<file path="config.mk">
export PLATFORM = sky130hd
export DESIGN_NAME = tamagotchi_stat_display
export DESIGN_NICKNAME = d
export VERILOG_FILES = /design/src/rtl/tamagotchi_stat_display_pkg.sv /design/src/rtl/tamagotchi_stat_display_hex.sv /design/src/rtl/tamagotchi_stat_display.sv
export SDC_FILE = /design/constraint.sdc
export NUM_CORES = 1
export LEC_CHECK = 0
export CORE_MARGIN = 2
export CORE_UTILIZATION = 35
export CTS_BUF_LIST = sky130_fd_sc_hd__clkbuf_8
export DETAILED_ROUTE_END_ITERATION = 6
export SYNTH_ARGS = -nofsm -noshare
export SYNTH_HDL_FRONTEND = slang
export SYNTH_HIERARCHICAL = 1
export SYNTH_SLANG_ARGS = --single-unit
</file>
<file path="constraint.sdc">
create_clock -name clk_i -period 4.8 [get_ports clk_i]
set_input_delay 0.72 -clock clk_i [delete_from_list [all_inputs] [get_ports clk_i]]
set_output_delay 0.72 -clock clk_i [all_outputs]
set_load 0.02 [all_outputs]
</file>
<file path="src/rtl/tamagotchi_stat_display_pkg.sv">
// -----------------------------------------------------------------------------
// tamagotchi_stat_display_pkg
// Shared definitions for the pet stat display reader.
//   phase_e      : display phase (status pattern, stat label, stat value)
//   NUM_STATS    : number of 4-bit stats walked per frame
//   SEL_STATUS   : sel_idx code shown while the status pattern is on display
//   GLYPH_*      : label glyphs, one per stat, segment order {g,f,e,d,c,b,a}
//   label_glyph(): stat index -> label glyph
// -----------------------------------------------------------------------------
package tamagotchi_stat_display_pkg;

   typedef enum logic [1:0] {
      SHOW_STATUS = 2'd0,
      SHOW_LABEL  = 2'd1,
      SHOW_VALUE  = 2'd2
   } phase_e;

   localparam int         NUM_STATS  = 6;
   localparam logic [2:0] LAST_IDX   = 3'(NUM_STATS - 1);
   localparam logic [2:0] SEL_STATUS = 3'd7;

   localparam logic [6:0] GLYPH_HUNGER    = 7'h76;  // H
   localparam logic [6:0] GLYPH_HAPPINESS = 7'h73;  // P
   localparam logic [6:0] GLYPH_HEALTH    = 7'h74;  // h
   localparam logic [6:0] GLYPH_HYGIENE   = 7'h6E;  // y
   localparam logic [6:0] GLYPH_ENERGY    = 7'h79;  // E
   localparam logic [6:0] GLYPH_SOCIAL    = 7'h6D;  // S

   function automatic logic [6:0] label_glyph(input logic [2:0] idx);
      logic [6:0] g;
      case (idx)
         3'd0:    g = GLYPH_HUNGER;
         3'd1:    g = GLYPH_HAPPINESS;
         3'd2:    g = GLYPH_HEALTH;
         3'd3:    g = GLYPH_HYGIENE;
         3'd4:    g = GLYPH_ENERGY;
         3'd5:    g = GLYPH_SOCIAL;
         default: g = 7'h00;
      endcase
      return g;
   endfunction

endpackage

</file>
<file path="src/rtl/tamagotchi_stat_display_hex.sv">
// -----------------------------------------------------------------------------
// hex_to_seg7
// Purely combinational hex digit to 7-segment decoder (active-high segments).
// Ports:
//   hex_i  in  4  nibble to display
//   seg_o  out 7  segments {g,f,e,d,c,b,a}
// -----------------------------------------------------------------------------
module hex_to_seg7
   import tamagotchi_stat_display_pkg::*;
(
   input  logic [3:0] hex_i,
   output logic [6:0] seg_o
);

   always_comb begin
      seg_o = 7'h00;
      case (hex_i)
         4'h0: seg_o = 7'h3F;
         4'h1: seg_o = 7'h06;
         4'h2: seg_o = 7'h5B;
         4'h3: seg_o = 7'h4F;
         4'h4: seg_o = 7'h66;
         4'h5: seg_o = 7'h6D;
         4'h6: seg_o = 7'h7D;
         4'h7: seg_o = 7'h07;
         4'h8: seg_o = 7'h7F;
         4'h9: seg_o = 7'h6F;
         4'hA: seg_o = 7'h77;
         4'hB: seg_o = 7'h7C;
         4'hC: seg_o = 7'h39;
         4'hD: seg_o = 7'h5E;
         4'hE: seg_o = 7'h79;
         4'hF: seg_o = 7'h71;
         default: seg_o = 7'h00;
      endcase
   end

endmodule

</file>
<file path="src/rtl/tamagotchi_stat_display.sv">
// -----------------------------------------------------------------------------
// tamagotchi_stat_display
// Round-robin reader that shows the pet status pattern, then for each of the
// six stats a label glyph followed by the stat's hex value, each phase held
// for DWELL cycles. A push button can force an early advance.
//
// Optional feature macro: BLINK_LOW_EN -- when defined, stat values below 4
// blank during the second half of their value phase.
//
// Ports:
//   clk_i         in   1  clock, rising edge
//   rst_ni        in   1  synchronous active-low reset
//   enable_i      in   1  dwell counter runs when high
//   btn_next_i    in   1  asynchronous manual-advance button
//   status_i      in   7  raw status segment pattern
//   hunger_i .. social_i  in 4 each  stat values (index 0..5)
//   seg_out_o     out  7  segments {g,f,e,d,c,b,a}
//   dp_out_o      out  1  decimal point, high in label phases
//   sel_idx_o     out  3  stat index shown, 7 during status phase
//   frame_done_o  out  1  pulse on the first status cycle of each new frame
// -----------------------------------------------------------------------------
module tamagotchi_stat_display
   import tamagotchi_stat_display_pkg::*;
#(
   parameter int unsigned DWELL = 24'd10_000_000
)
(
   input  logic       clk_i,
   input  logic       rst_ni,
   input  logic       enable_i,
   input  logic       btn_next_i,
   input  logic [6:0] status_i,
   input  logic [3:0] hunger_i,
   input  logic [3:0] happiness_i,
   input  logic [3:0] health_i,
   input  logic [3:0] hygiene_i,
   input  logic [3:0] energy_i,
   input  logic [3:0] social_i,
   output logic [6:0] seg_out_o,
   output logic       dp_out_o,
   output logic [2:0] sel_idx_o,
   output logic       frame_done_o
);

   localparam logic [23:0] CNT_LAST = 24'(DWELL - 1);
`ifdef BLINK_LOW_EN
   localparam logic [23:0] CNT_HALF = 24'(DWELL >> 1);
`endif

   phase_e      state_q;
   logic [2:0]  idx_q;
   logic [23:0] cnt_q;
   logic        btn_meta_q;
   logic        btn_sync_q;
   logic        btn_prev_q;
   logic        btn_edge_q;
   logic        wrap_q;
   logic [3:0]  value_q;

   logic        advance;
   logic [3:0]  stat_sel;
   logic [6:0]  value_seg;
   logic        value_blank;
   logic [6:0]  seg_d;
   logic        dp_d;
   logic [2:0]  sel_d;

   always_comb begin
      stat_sel = 4'h0;
      case (idx_q)
         3'd0:    stat_sel = hunger_i;
         3'd1:    stat_sel = happiness_i;
         3'd2:    stat_sel = health_i;
         3'd3:    stat_sel = hygiene_i;
         3'd4:    stat_sel = energy_i;
         3'd5:    stat_sel = social_i;
         default: stat_sel = 4'h0;
      endcase
   end

   hex_to_seg7 u_hex (
      .hex_i (value_q),
      .seg_o (value_seg)
   );

   // A button edge and a dwell expiry in the same cycle still yield one step.
   assign advance = (enable_i && (cnt_q == CNT_LAST)) || btn_edge_q;

`ifdef BLINK_LOW_EN
   assign value_blank = (value_q < 4'd4) && (cnt_q >= CNT_HALF);
`else
   assign value_blank = 1'b0;
`endif

   always_comb begin
      seg_d = status_i;
      dp_d  = 1'b0;
      sel_d = SEL_STATUS;
      case (state_q)
         SHOW_LABEL: begin
            seg_d = label_glyph(idx_q);
            dp_d  = 1'b1;
            sel_d = idx_q;
         end
         SHOW_VALUE: begin
            seg_d = value_blank ? 7'h00 : value_seg;
            sel_d = idx_q;
         end
         default: ;
      endcase
   end

   // Stat value is captured on the label->value transition so it stays steady
   // for the whole value phase even if the stat keeps changing.
   always_ff @(posedge clk_i) begin
      if (advance && (state_q == SHOW_LABEL)) begin
         value_q <= stat_sel;
      end
   end

   always_ff @(posedge clk_i) begin
      if (!rst_ni) begin
         state_q      <= SHOW_STATUS;
         idx_q        <= 3'd0;
         cnt_q        <= 24'd0;
         btn_meta_q   <= 1'b0;
         btn_sync_q   <= 1'b0;
         btn_prev_q   <= 1'b0;
         btn_edge_q   <= 1'b0;
         wrap_q       <= 1'b0;
         seg_out_o    <= 7'h00;
         dp_out_o     <= 1'b0;
         sel_idx_o    <= SEL_STATUS;
         frame_done_o <= 1'b0;
      end else begin
         // Two-flop synchronizer followed by a registered rising-edge pulse.
         btn_meta_q <= btn_next_i;
         btn_sync_q <= btn_meta_q;
         btn_prev_q <= btn_sync_q;
         btn_edge_q <= btn_sync_q & ~btn_prev_q;

         seg_out_o    <= seg_d;
         dp_out_o     <= dp_d;
         sel_idx_o    <= sel_d;
         frame_done_o <= wrap_q;

         // wrap_q marks the first cycle in status after a completed frame.
         wrap_q <= 1'b0;

         if (advance) begin
            cnt_q <= 24'd0;
            case (state_q)
               SHOW_STATUS: begin
                  state_q <= SHOW_LABEL;
                  idx_q   <= 3'd0;
               end
               SHOW_LABEL: begin
                  state_q <= SHOW_VALUE;
               end
               SHOW_VALUE: begin
                  if (idx_q == LAST_IDX) begin
                     state_q <= SHOW_STATUS;
                     idx_q   <= 3'd0;
                     wrap_q  <= 1'b1;
                  end else begin
                     state_q <= SHOW_LABEL;
                     idx_q   <= idx_q + 3'd1;
                  end
               end
               default: begin
                  state_q <= SHOW_STATUS;
                  idx_q   <= 3'd0;
               end
            endcase
         end else if (enable_i) begin
            cnt_q <= cnt_q + 24'd1;
         end
      end
   end

endmodule

</file>
==> results.sh <==
export IMPL_status="complete, no violations"
export IMPL_area_growth_synth_to_final_pct=22.7
export IMPL_synth_warnings=6
export IMPL_post_cts_setup_buffers=0
export IMPL_netlist_cell_type_count=59
export IMPL_cp_required_ps=5000
export IMPL_timing_final_crit_period_ps=2860
export IMPL_antenna_found_initial=0
export IMPL_cp_num_buf_inv=1
export IMPL_track_usage=0.145
export IMPL_hp_start="btn_prev_q"
export IMPL_drt_iter0_markers=97
export IMPL_maxSlewViolCount=0
export IMPL_hold_slack_ps=382
export IMPL_max_stage_delay_ps=740
export IMPL_vias=2264
export IMPL_syn_area_sq_um=2690
export IMPL_whs_endpoint="btn_edge_q"
export IMPL_max_slew_margin_rel=0.476
export IMPL_synth_enable_flop_cells=4
export IMPL_io_pins=47
export IMPL_cts_buffers=5
export IMPL_overflow=0
export IMPL_hold_viol_final=0
export IMPL_firstDrtPassIters=4
export IMPL_crit_slowest_cell="a211o_1"
export IMPL_grt_start_max_net_pins=25
export IMPL_synth_fp_nets=353
export IMPL_drive_above_1_share=0.0529
export IMPL_core_region_area_sq_um=7330
export IMPL_vias_per_cell=5.16
export IMPL_setup_viol_count_final=0
export IMPL_power_density_nw_per_um2=240
export IMPL_cts_root_buffer="clkbuf_8"
export IMPL_cp_start_kind="primary input"
export IMPL_syn_inst=305
export IMPL_r2r_end="cnt_q[13]"
export IMPL_num_nets_final=387
export IMPL_port_buffers=46
export IMPL_drv_cap=0
export IMPL_synth_compound_area_frac=0.153
export IMPL_drt_wl_total_um=5880
export IMPL_synth_seq_cells=50
export IMPL_ys_flop_type="dfxtp_1"
export IMPL_die_h_um=91.7
export IMPL_synth_area_per_cell_sq_um=8.82
export IMPL_num_antenna_cells=0
export IMPL_path_cells="clkdlybuf4s50_1 > nand4_1 > nor4_1 > a211o_1 > o21ba_2"
export IMPL_start_util=0.367
export IMPL_period_share=0.597
export IMPL_clockBufferDepth=2
export IMPL_rsz0062_at_grt="no"
export IMPL_crit_fanout=24
export IMPL_skew_ps=6.88
export IMPL_hold_depth=1
export IMPL_reg2reg_slack_ps=2390
export IMPL_clock_latency_ps=300
export IMPL_p_leak_nw=1.18
export IMPL_cts_resized=0
export IMPL_reg2reg_from="cnt_q[0]"
export IMPL_synth_fa_ha_area_frac=0.0605
export IMPL_ant_nets=0
export IMPL_grt_pass1_wl_um=10200
export IMPL_hold_path_class="flop to flop"
export IMPL_tns_ps=0
export IMPL_die_w_um=91.7
export IMPL_rows=31
export IMPL_crit_arrival_ps=3070
export IMPL_endpoint_kind="flop"
export IMPL_clock_sinks=50
export IMPL_max_freq_mhz=349
export IMPL_path_clk_slew_ps=90
export IMPL_dp_final_hpwl_um=4430
export IMPL_ys_seq_area_frac=0.387
export IMPL_final_cell_mix="dfxtp_1 (46), clkdlybuf4s50_1 (46), nor2_1 (25), nand2_1 (24), a21oi_1 (18)"
export IMPL_grt_pass1_vias=2109
export IMPL_postCtsHoldBufs=0
export IMPL_cp_top_family="compound AO/OA/AOI/OAI gates"
export IMPL_synth_mux_area_frac=0.0689
export IMPL_gp_congestion=0.773
export IMPL_ys_async_sr_fraction=0
export IMPL_dieArea_sq_um=8400
export IMPL_vdd_ir_drop_max_uv=191
export IMPL_drc_errors=0
export IMPL_yosys_area_share_simple=0.239
export IMPL_path_class="primary input to flop"
export IMPL_htree_levels=2
export IMPL_synth_top_family_by_area="simple AND/OR/NAND/NOR gates"
export IMPL_tightest_slew_ps=786
export IMPL_cts_tree="done"
export IMPL_synth_xor_area_share=0.0391
export IMPL_r2r_cells=5
export IMPL_wl_per_cell_um=13.4
==> routing by layer <==
metal | up-vias | part of all wire | global-route usage
li1 | 1175 | - | -
met1 | 1046 | 0.51 | 0.205
met2 | 38 | 0.44 | 0.227
met3 | 5 | 0.040 | 0.0288
met4 | 0 | 0.0095 | 0.0379
met5 | - | 0 | 0
==> final cells by class <==
class	instances	area, sq um
fill	719	4030
multi-input combinational	221	1510
sequential	50	1040
timing repair buffer	47	468
tap	99	124
clock buffer	5	68.8
inverter	14	52.6
clock inverter	3	37.5
==> report_power, final <==
part	internal, mW	switching, mW	total [mW]	leakage [nW]
Sequential	0.428	0.00367	0.432	0.410
Clock	0.152	0.135	0.287	0.0607
Combinational	0.0434	0.0292	0.0725	0.712
Total	0.623	0.168	0.791	1.18
==> how the worst max path moves through the flow <==
stage,from,end,depth (start not counted)
3_5_place_dp,enable_i,cnt_q[13],5
6_report,enable_i,cnt_q[13],5
5_1_grt,enable_i,cnt_q[13],5
3_3_place_gp,enable_i,cnt_q[13],5
4_1_cts,enable_i,cnt_q[13],5
2_1_floorplan,enable_i,value_q[0],4
==> cells by family after synthesis <==
| group | after synthesis |
|---|---|
| AND/OR/NAND/NOR | 118 |
| buffers and inverters | 34 |
| XOR/XNOR | 12 |
| flip-flops | 50 |
| multiplexers | 16 |
| adder cells (fa/ha/maj) | 13 |
| AO/OA/AOI/OAI | 62 |
==> registers in the layout, summed over array words and instances (netlist names) <==
name          flops
wrap_q            1
idx_q             3
value_q           4
btn_prev_q        1
dp_out_o          1
btn_sync_q        1
cnt_q            24
frame_done_o      1
btn_edge_q        1
state_q           2
btn_meta_q        1
sel_idx_o         3
seg_out_o         7
==> synth_stat cells, types with 5 or more instances <==
| cell | n | area [sq um] |
|---|---|---|
| nand2_1 | 24 | 90.1 |
| o31ai_1 | 7 | 52.6 |
| nor2_1 | 25 | 93.8 |
| or3_1 | 6 | 37.5 |
| inv_1 | 14 | 52.6 |
| clkbuf_1 | 13 | 48.8 |
| a21oi_1 | 18 | 90.1 |
| or4_1 | 6 | 45.0 |
| dfxtp_1 | 46 | 921 |
| and3_1 | 5 | 31.3 |
| and2_1 | 6 | 37.5 |
| nand4_1 | 8 | 50.1 |
| o21ai_0 | 12 | 60.1 |
| xor2_1 | 8 | 70.1 |
| nand3_1 | 11 | 55.1 |
| mux2i_1 | 11 | 110 |
| ha_1 | 13 | 163 |
| buf_2 | 5 | 25.0 |
==> per-stage QoR <==
step | cell area, sq um | power (mW) | utilization | setup slack, ps | cells
global route | 3300 | 0.828 | 0.450 | 1760 | 439
detailed placement | 3190 | 0.514 | 0.435 | 1600 | 431
global placement | 3190 | 0.514 | 0.435 | 1670 | 431
CTS | 3300 | 0.801 | 0.450 | 1940 | 439
finish | 3300 | 0.791 | 0.450 | 1940 | 439
floorplan | 2690 | 0.471 | - | 2690 | 305
Note: power is estimated with default switching activity, not from simulation.
